==> config.mk <==
export PLATFORM = sky130hd
export DESIGN_NAME = frame_strobe_gen
export DESIGN_NICKNAME = d
export VERILOG_FILES = /design/src/rtl/frame_strobe_gen.sv
export SDC_FILE = /design/constraint.sdc
export NUM_CORES = 1
export LEC_CHECK = 0
export CAP_MARGIN = 25
export CORE_MARGIN = 4
export CORE_UTILIZATION = 35
export DETAILED_ROUTE_END_ITERATION = 6
export PLACE_DENSITY = 0.75
export SLEW_MARGIN = 40
export SYNTH_ARGS = -nofsm -noshare
export SYNTH_HDL_FRONTEND = slang
export SYNTH_SLANG_ARGS = --single-unit
==> constraint.sdc <==
create_clock -name CLK -period 3 [get_ports CLK]
set_input_delay 0.6 -clock CLK [delete_from_list [all_inputs] [get_ports CLK]]
set_output_delay 0.6 -clock CLK [all_outputs]
set_load 0.01 [all_outputs]
==> src/rtl/frame_strobe_gen.sv <==
// frame_strobe_gen: column-level frame-write sequencer.
// Accepts a {column, frame} command and decodes it. For a command aimed at this
// column with a legal frame index, it drives a single registered one-hot
// FrameStrobe pulse, framed by programmable setup and hold windows. Commands for
// other columns are accepted and dropped, so one command bus can feed every
// column instance.
module frame_strobe_gen #(
  parameter int MaxFramesPerCol  = 20,
  parameter int FrameSelectWidth = 5,
  parameter int ColSelectWidth   = 5,
  parameter int Col              = 0,
  parameter int SetupCycles      = 1,
  parameter int StrobeCycles     = 1,
  parameter int HoldCycles       = 1
) (
  input  logic                                     CLK,
  input  logic                                     resetn,
  input  logic                                     cmd_valid,
  output logic                                     cmd_ready,
  input  logic [ColSelectWidth+FrameSelectWidth-1:0] cmd_addr,
  output logic [MaxFramesPerCol-1:0]               FrameStrobe,
  output logic                                     busy,
  output logic                                     done,
  output logic                                     err,
  input  logic                                     err_clr
);

  // The counter must hold the index of the last cycle of the longest phase.
  localparam int MAX_SP  = (SetupCycles > StrobeCycles) ? SetupCycles : StrobeCycles;
  localparam int MAX_CYC = (MAX_SP > HoldCycles) ? MAX_SP : HoldCycles;
  localparam int CNT_W   = (MAX_CYC < 1) ? 1 : $clog2(MAX_CYC + 1);

  // Counter value reached in the final cycle of each phase. A zero-length
  // phase is never entered, so its value does not matter.
  localparam logic [CNT_W-1:0] SETUP_LAST  = CNT_W'((SetupCycles  > 0) ? SetupCycles  - 1 : 0);
  localparam logic [CNT_W-1:0] STROBE_LAST = CNT_W'((StrobeCycles > 0) ? StrobeCycles - 1 : 0);
  localparam logic [CNT_W-1:0] HOLD_LAST   = CNT_W'((HoldCycles   > 0) ? HoldCycles   - 1 : 0);

  localparam logic [ColSelectWidth-1:0]  COL_SEL    = ColSelectWidth'(Col);
  localparam logic [MaxFramesPerCol-1:0] STROBE_ONE = MaxFramesPerCol'(1);

  typedef enum logic [1:0] {
    IDLE   = 2'd0,
    SETUP  = 2'd1,
    STROBE = 2'd2,
    HOLD   = 2'd3
  } state_t;

  state_t                      state_q, state_d;
  logic [CNT_W-1:0]            cnt_q, cnt_d;
  logic [FrameSelectWidth-1:0] idx_q, idx_d;
  logic [MaxFramesPerCol-1:0]  strobe_d;
  logic                        done_d;
  logic                        err_set;
  logic                        err_d;

  logic [ColSelectWidth-1:0]   col_field;
  logic [FrameSelectWidth-1:0] frame_field;
  logic                        col_match;
  logic                        frame_oor;

  // Decode the command fields. The all-ones column address is a broadcast.
  always_comb begin
    col_field   = cmd_addr[FrameSelectWidth +: ColSelectWidth];
    frame_field = cmd_addr[FrameSelectWidth-1:0];
    col_match   = (col_field == COL_SEL) || (&col_field);
    frame_oor   = (32'(frame_field) >= 32'(MaxFramesPerCol));
  end

  // Sequencer next state: IDLE -> [SETUP] -> STROBE -> [HOLD] -> IDLE.
  always_comb begin
    state_d = state_q;
    idx_d   = idx_q;
    done_d  = 1'b0;
    err_set = 1'b0;
    unique case (state_q)
      IDLE: begin
        if (cmd_valid && col_match) begin
          if (frame_oor) begin
            err_set = 1'b1;
          end else begin
            idx_d   = frame_field;
            state_d = (SetupCycles > 0) ? SETUP : STROBE;
          end
        end
      end
      SETUP: begin
        if (cnt_q == SETUP_LAST) state_d = STROBE;
      end
      STROBE: begin
        if (cnt_q == STROBE_LAST) begin
          if (HoldCycles > 0) begin
            state_d = HOLD;
          end else begin
            state_d = IDLE;
            done_d  = 1'b1;
          end
        end
      end
      HOLD: begin
        if (cnt_q == HOLD_LAST) begin
          state_d = IDLE;
          done_d  = 1'b1;
        end
      end
      default: state_d = IDLE;
    endcase
  end

  // Phase counter restarts on every state change and rests at zero in IDLE.
  always_comb begin
    if ((state_d != state_q) || (state_d == IDLE)) cnt_d = '0;
    else                                           cnt_d = cnt_q + CNT_W'(1);
  end

  // The strobe is computed from the next state so that the flop output is high
  // exactly for the cycles spent in STROBE. This keeps it single-hot and glitch-free.
  always_comb begin
    strobe_d = '0;
    if (state_d == STROBE) strobe_d = STROBE_ONE << idx_d;
  end

  // A sticky error flag. A new error in the same cycle as a clear takes priority.
  always_comb begin
    if (err_set)      err_d = 1'b1;
    else if (err_clr) err_d = 1'b0;
    else              err_d = err;
  end

  // Control state and registered outputs. Reset drops the strobe asynchronously.
  always_ff @(posedge CLK or negedge resetn) begin
    if (!resetn) begin
      state_q     <= IDLE;
      cnt_q       <= '0;
      FrameStrobe <= '0;
      done        <= 1'b0;
      err         <= 1'b0;
    end else begin
      state_q     <= state_d;
      cnt_q       <= cnt_d;
      FrameStrobe <= strobe_d;
      done        <= done_d;
      err         <= err_d;
    end
  end

  // Latched frame index. It is only meaningful after an accept, so it needs no reset.
  always_ff @(posedge CLK) begin
    idx_q <= idx_d;
  end

  assign cmd_ready = (state_q == IDLE);
  assign busy      = (state_q != IDLE);

endmodule
==> results of run 1 <==
[per-layer routing]
metal  track usage (%)  vias up  part of all wire (%)
li1                  -      435                     -
met1             13.36      385                    42
met2             19.15       33                    48
met3             4.103        7                   7.5
met4             7.772        0                   2.6
met5                 0        -                     0
[synth_stat cells (all sizes together), types with 2 or more instances]
cell type	instances	area share, %
nor2b	2	1.1
a21oi	6	2.6
dfxtp	5	8.6
nand2	10	3.9
inv	3	0.97
and2	2	1.1
mux2	4	5.2
dfrtp	25	54
o22ai	2	2.3
nor2	20	6.5
nand3	2	0.86
a21o	2	1.5
nand2b	4	2.2
nand3b	4	2.6
nand4	2	1.1
[registers in the layout (all words and copies together) (netlist names)]
signal / flops
FrameStrobe: 20
idx_q: 5
cnt_q: 1
state_q: 2
err: 1
done: 1
[metrics by stage]
| stage | setup slack [ns] | std cells | hold WS [ns] |
|---|---|---|---|
| final | 0.7627 | 191 | 0.5314 |
| after global routing | 0.6374 | 191 | 0.5760 |
| after CTS | 0.7231 | 191 | 0.5401 |
| after detailed placement | 0.5537 | 183 | 0.5283 |
| after global placement | 0.6127 | 183 | 0.5201 |
| after floorplan | 1.077 | 101 | 0.3044 |
[power by group through the flow]
| stage | sequential, µW | clock, µW | combinational (µW) |
|---|---|---|---|
| 2_1_floorplan | 514 | 0 | 170 |
| 3_3_place_gp | 512 | 0 | 297 |
| 4_1_cts | 508 | 247 | 307 |
| 6_report | 507 | 237 | 301 |
| 3_5_place_dp | 516 | 0 | 304 |
| 5_1_grt | 518 | 259 | 337 |
[logic make-up (layout without fill, tap and decap cells)]
logic type	count (synthesis)	count (layout)	synth area share [%]
compound gates	12	12	7.527
xor+xnor	1	1	0.7528
buf+inv	3	49	0.9677
flops	30	30	62.37
mux	4	4	5.161
other cells	1	1	0.3223
simple gates	50	50	22.90
[worst paths after layout]
| check | startpoint | end | slack (ns) |
|---|---|---|---|
| min | idx_q[0]$_DFF_P_ | FrameStrobe[19]$_DFF_PN0_ | 0.53 |
| max in group asynchronous | resetn | FrameStrobe[16]$_DFF_PN0_ | 2.14 |
| min in group asynchronous | resetn | FrameStrobe[4]$_DFF_PN0_ | 0.63 |
| min reg2reg | idx_q[0]$_DFF_P_ | FrameStrobe[19]$_DFF_PN0_ | 0.53 |
| max reg2reg | state_q[1]$_DFF_PN0_ | FrameStrobe[6]$_DFF_PN0_ | 1.34 |
| max | state_q[1]$_DFF_PN0_ | busy | 0.76 |
[final cells by class]
type | instances | area, µm² | share of cell area [%]
clock buffer | 7 | 55.05 | 3.323
sequential | 30 | 725.7 | 43.81
timing repair buffer | 38 | 377.9 | 22.81
inverter | 3 | 11.26 | 0.6798
tap | 44 | 55.05 | 3.323
clock inverter | 1 | 5.005 | 0.3021
multi-input combinational | 68 | 426.7 | 25.76
[worst min-delay path, stage by stage (launching register included)]
cell and delay [ns]:
dfxtp_1 0.36, nand3_1 0.11, nor2_1 0.04
==> results.yml, run 1 <==
run_status:
  status: "finished clean"
route:
  drcViolationCount: 0
  first_iter_violations: 9
  via_per_inst: 4.503
  dr.pass1.iters: 3
  ant_nets: 0
  avgRoutedWirePerCell_um: 11.55
  totalWireLength_mm: 2.206
  via_count: 860
place:
  place.gp.congestion: 0.7339
  post-dp-hpwl_mm: 1.733
  io_buffer_count: 37
  postPlaceCellArea_um2: 1597
setup_path:
  max_stage_delay_ns: 0.49
  start_kind: "flop"
  cp_max_fo: 7
  cp_num_buf_inv: 2
  critPathSlowestCell: "clkdlybuf4s50_1"
  crit_type: "reg2out"
  cp.required_ns: 2.40
  cp.arrival_ns: 1.64
  cp_cell_sequence: "nor2_1 -> inv_1 -> clkdlybuf4s50_1"
  r2r_cells: 4
  end_kind: "primary output"
  cpLargestDelayFamily: "buffers and inverters"
  crit_cells: 3
layout:
  final_cell_mix: "clkdlybuf4s50_1, dfrtp_1, nor2_1"
  antennaDiodeCount: 0
  final_common_cell: "clkdlybuf4s50_1"
  final_core_util_pct: 52.96
  layout-drive-gt1-share_pct: 12.93
  area_growth_pct: 42.37
  fin_area_um2: 1657
  fillCellCount: 307
  nNetsFinal: 160
grt:
  antenna_found_initial: 0
  grt_pass1_wl_mm: 3.781
  grt_max_degree: 26
  grt.total_usage_pct: 11.94
  grt_pass1_vias: 887
  grt_remaining_overflow: 0
die:
  start_util_pct: 37.20
  die-area_um2: 4311
  die_w_um: 65.66
  coreArea_um2: 3128
  num_rows: 20
  io_pins: 38
  die_h_um: 65.66
power:
  power_density_nw_per_um2: 631.5
  leakage_uw: 0.0007109
  combPwrFrac_pct: 28.8
  power.net_switching_uw: 322.9
  p_sw_share_pct: 30.87
  internal-power_uw: 723.3
  finalPower_uw: 1046
  p_clk_share_pct: 22.7
  sequentialPowerShare_pct: 48.5
  vdd_drop_max_mv: 0.2606
synth:
  synth_cell_type_count: 25
  yosysWarnings: 0
  syn_nets: 115
  synth_cells: 101
  synth_edf_count: 0
  synth_area_um2: 1164
  synth-seq-cells: 30
  avgSynthCellArea_um2: 11.52
  async_reset_ff_share_pct: 83.33
  ys_seq_area_share_pct: 62.37
  synth_ff_type: "dfrtp_1"
sta:
  min_period_ns: 2.237
  fin_skew_ns: 0.006095
  rsz0062_at_grt: "no"
  post-route-period-util_pct: 74.58
  hold_viol: 0
  setup_viol: 0
  max_freq_ghz: 0.4470
  final.setup.tns_ns: 0
  final_max_slew_viol_count: 0
min_path:
  hold_path_depth: 2
  min_path_type: "reg2reg"
clocking:
  clk_root_buffer_cell: "clkbuf_4"
  insertion_delay_ns: 0.32
  postCtsSetupRepairBufs: 0
  cts_sinks: 30
  cts_max_level: 2
  cts_buffers: 5
  hold_buffers: 0
  clk_pin_slew_ns: 0.09
  cts_resized: 0
  cts_tree: "done"
  cts_buffer_depth: 2
job:
  timing.max_cap.violations: 0
Power figures use the tool's default switching activity.
==> inputs of run 2 (changes only) <==
PLACE_DENSITY = 0.77   (was 0.75)
clock period = 2.05 ns   (was 3 ns; I/O delays follow)
==> results.yml, run 2 (same netlist as run 1, synthesis figures left out) <==
run_status:
  status: "finished clean"
power:
  power_density_nw_per_um2: 925.5
  vdd_drop_max_mv: 0.4101
  leakage_uw: 0.0007314
job:
  timing.max_cap.violations: 0
setup_path:
  start_kind: "flop"
  end_kind: "primary output"
  cp.required_ns: 1.64
  crit_type: "reg2out"
  cp.arrival_ns: 1.54
  cp_max_fo: 7
die:
  die_h_um: 65.66
  start_util_pct: 37.20
  coreArea_um2: 3128
  die_w_um: 65.66
  io_pins: 38
  num_rows: 20
  die-area_um2: 4311
clocking:
  cts_buffer_depth: 2
  cts_max_level: 2
  cts_tree: "done"
  cts_buffers: 5
  cts_sinks: 30
  postCtsSetupRepairBufs: 0
  hold_buffers: 0
  insertion_delay_ns: 0.32
  clk_pin_slew_ns: 0.09
  clk_root_buffer_cell: "clkbuf_4"
sta:
  hold_viol: 0
  setup_viol: 0
  rsz0062_at_grt: "no"
  post-route-period-util_pct: 95.31
  fin_skew_ns: 0.01132
  max_freq_ghz: 0.5118
  final_max_slew_viol_count: 0
  min_period_ns: 1.954
  final.setup.tns_ns: 0
route:
  via_per_inst: 4.569
  dr.pass1.iters: 4
  avgRoutedWirePerCell_um: 12.14
  first_iter_violations: 28
  ant_nets: 0
  via_count: 891
  drcViolationCount: 0
  totalWireLength_mm: 2.367
grt:
  grt_max_degree: 26
  antenna_found_initial: 0
  grt_remaining_overflow: 0
  grt.total_usage_pct: 12.75
  grt_pass1_wl_mm: 4.022
  grt_pass1_vias: 932
layout:
  final_cell_mix: "clkdlybuf4s50_1, dfrtp_1, nor2_1"
  largest_register_ffs: 20
  top_regs: "FrameStrobe x20, idx_q x5, state_q x2"
  final_core_util_pct: 54.16
  largest_register: "FrameStrobe"
  layout-drive-gt1-share_pct: 15.89
  final_common_cell: "clkdlybuf4s50_1"
  antennaDiodeCount: 0
  area_growth_pct: 45.59
  nNetsFinal: 164
min_path:
  min_path_type: "in2async"
place:
  io_buffer_count: 37
  place.gp.congestion: 0.7458
  post-dp-hpwl_mm: 1.897
-- run 2: layout make-up --
class                           count  area [µm²]
Clock buffer                        7       55.05
Clock inverter                      1       5.005
Fill cell                         277        1434
Inverter                            3       11.26
Multi-Input combinational cell     68       434.2
Sequential cell                    30       725.7
Tap cell                           44       55.05
Timing Repair Buffer               42       407.9
-- run 2: per-stage QoR --
step	area [µm²]	cells	setup slack (ns)	power, µW	hold WS [ns]
finish	1694	195	0.09611	1568	0.4461
global route	1694	195	0.02719	1659	0.4640
CTS	1689	195	0.05075	1569	0.4393
global placement	1627	187	-0.09725	1189	0.5066
detailed placement	1627	187	-0.1509	1210	0.5076
floorplan	1164	101	0.3169	1001	0.1144
-- run 2: worst paths after layout --
kind	start	endpoint	slack, ns	cells after the start
worst max-delay path	state_q[1]$_DFF_PN0_	busy	0.1	3
worst min-delay path	resetn	cnt_q$_DFF_PN0_	0.45	2
worst max register to register	state_q[1]$_DFF_PN0_	FrameStrobe[6]$_DFF_PN0_	0.33	4
worst min register to register	idx_q[4]$_DFF_P_	idx_q[4]$_DFF_P_	0.52	1
max in group asynchronous	resetn	FrameStrobe[7]$_DFF_PN0_	1.36	2
min in group CLK	idx_q[4]$_DFF_P_	idx_q[4]$_DFF_P_	0.52	1
-- run 2: power breakdown --
part	total (µW)	switching [µW]	leakage (µW)	internal [µW]
Clock	351	185	0.0000353	166
Sequential	755	87.3	0.000382	668
Combinational	461	226	0.000314	235
-- run 2: critical path, cell delays in order, from the launching register on --
cell and delay, ns:
dfrtp_1 0.49, nor2_4 0.08, inv_1 0.10, clkdlybuf4s50_1 0.55
-- run 2: repair_timing --
item / CTS / global route
pin swaps: 0 / 0
gates cloned: 0 / 0
gates resized for setup: 1 / 1
setup endpoints to repair: 1 / 1
-- run 2: metal layers --
| metal | routed length (µm) | part of all wire (%) | global-route usage, % | vias to the layer above |
|---|---|---|---|---|
| met1 | 956 | 40 | 13.38 | 410 |
| li1 | - | - | - | 441 |
| met4 | 65 | 2.7 | 6.995 | 0 |
| met3 | 164 | 6.9 | 4.615 | 7 |
| met2 | 1180 | 50 | 21.90 | 33 |
| met5 | 0 | 0 | 0 | - |
==> inputs of run 3 (changes only) <==
CTS_CLUSTER_SIZE = 10   (was default)
==> results of run 3 <==
Final layout, timing and power as in run 2 (identical DEF).
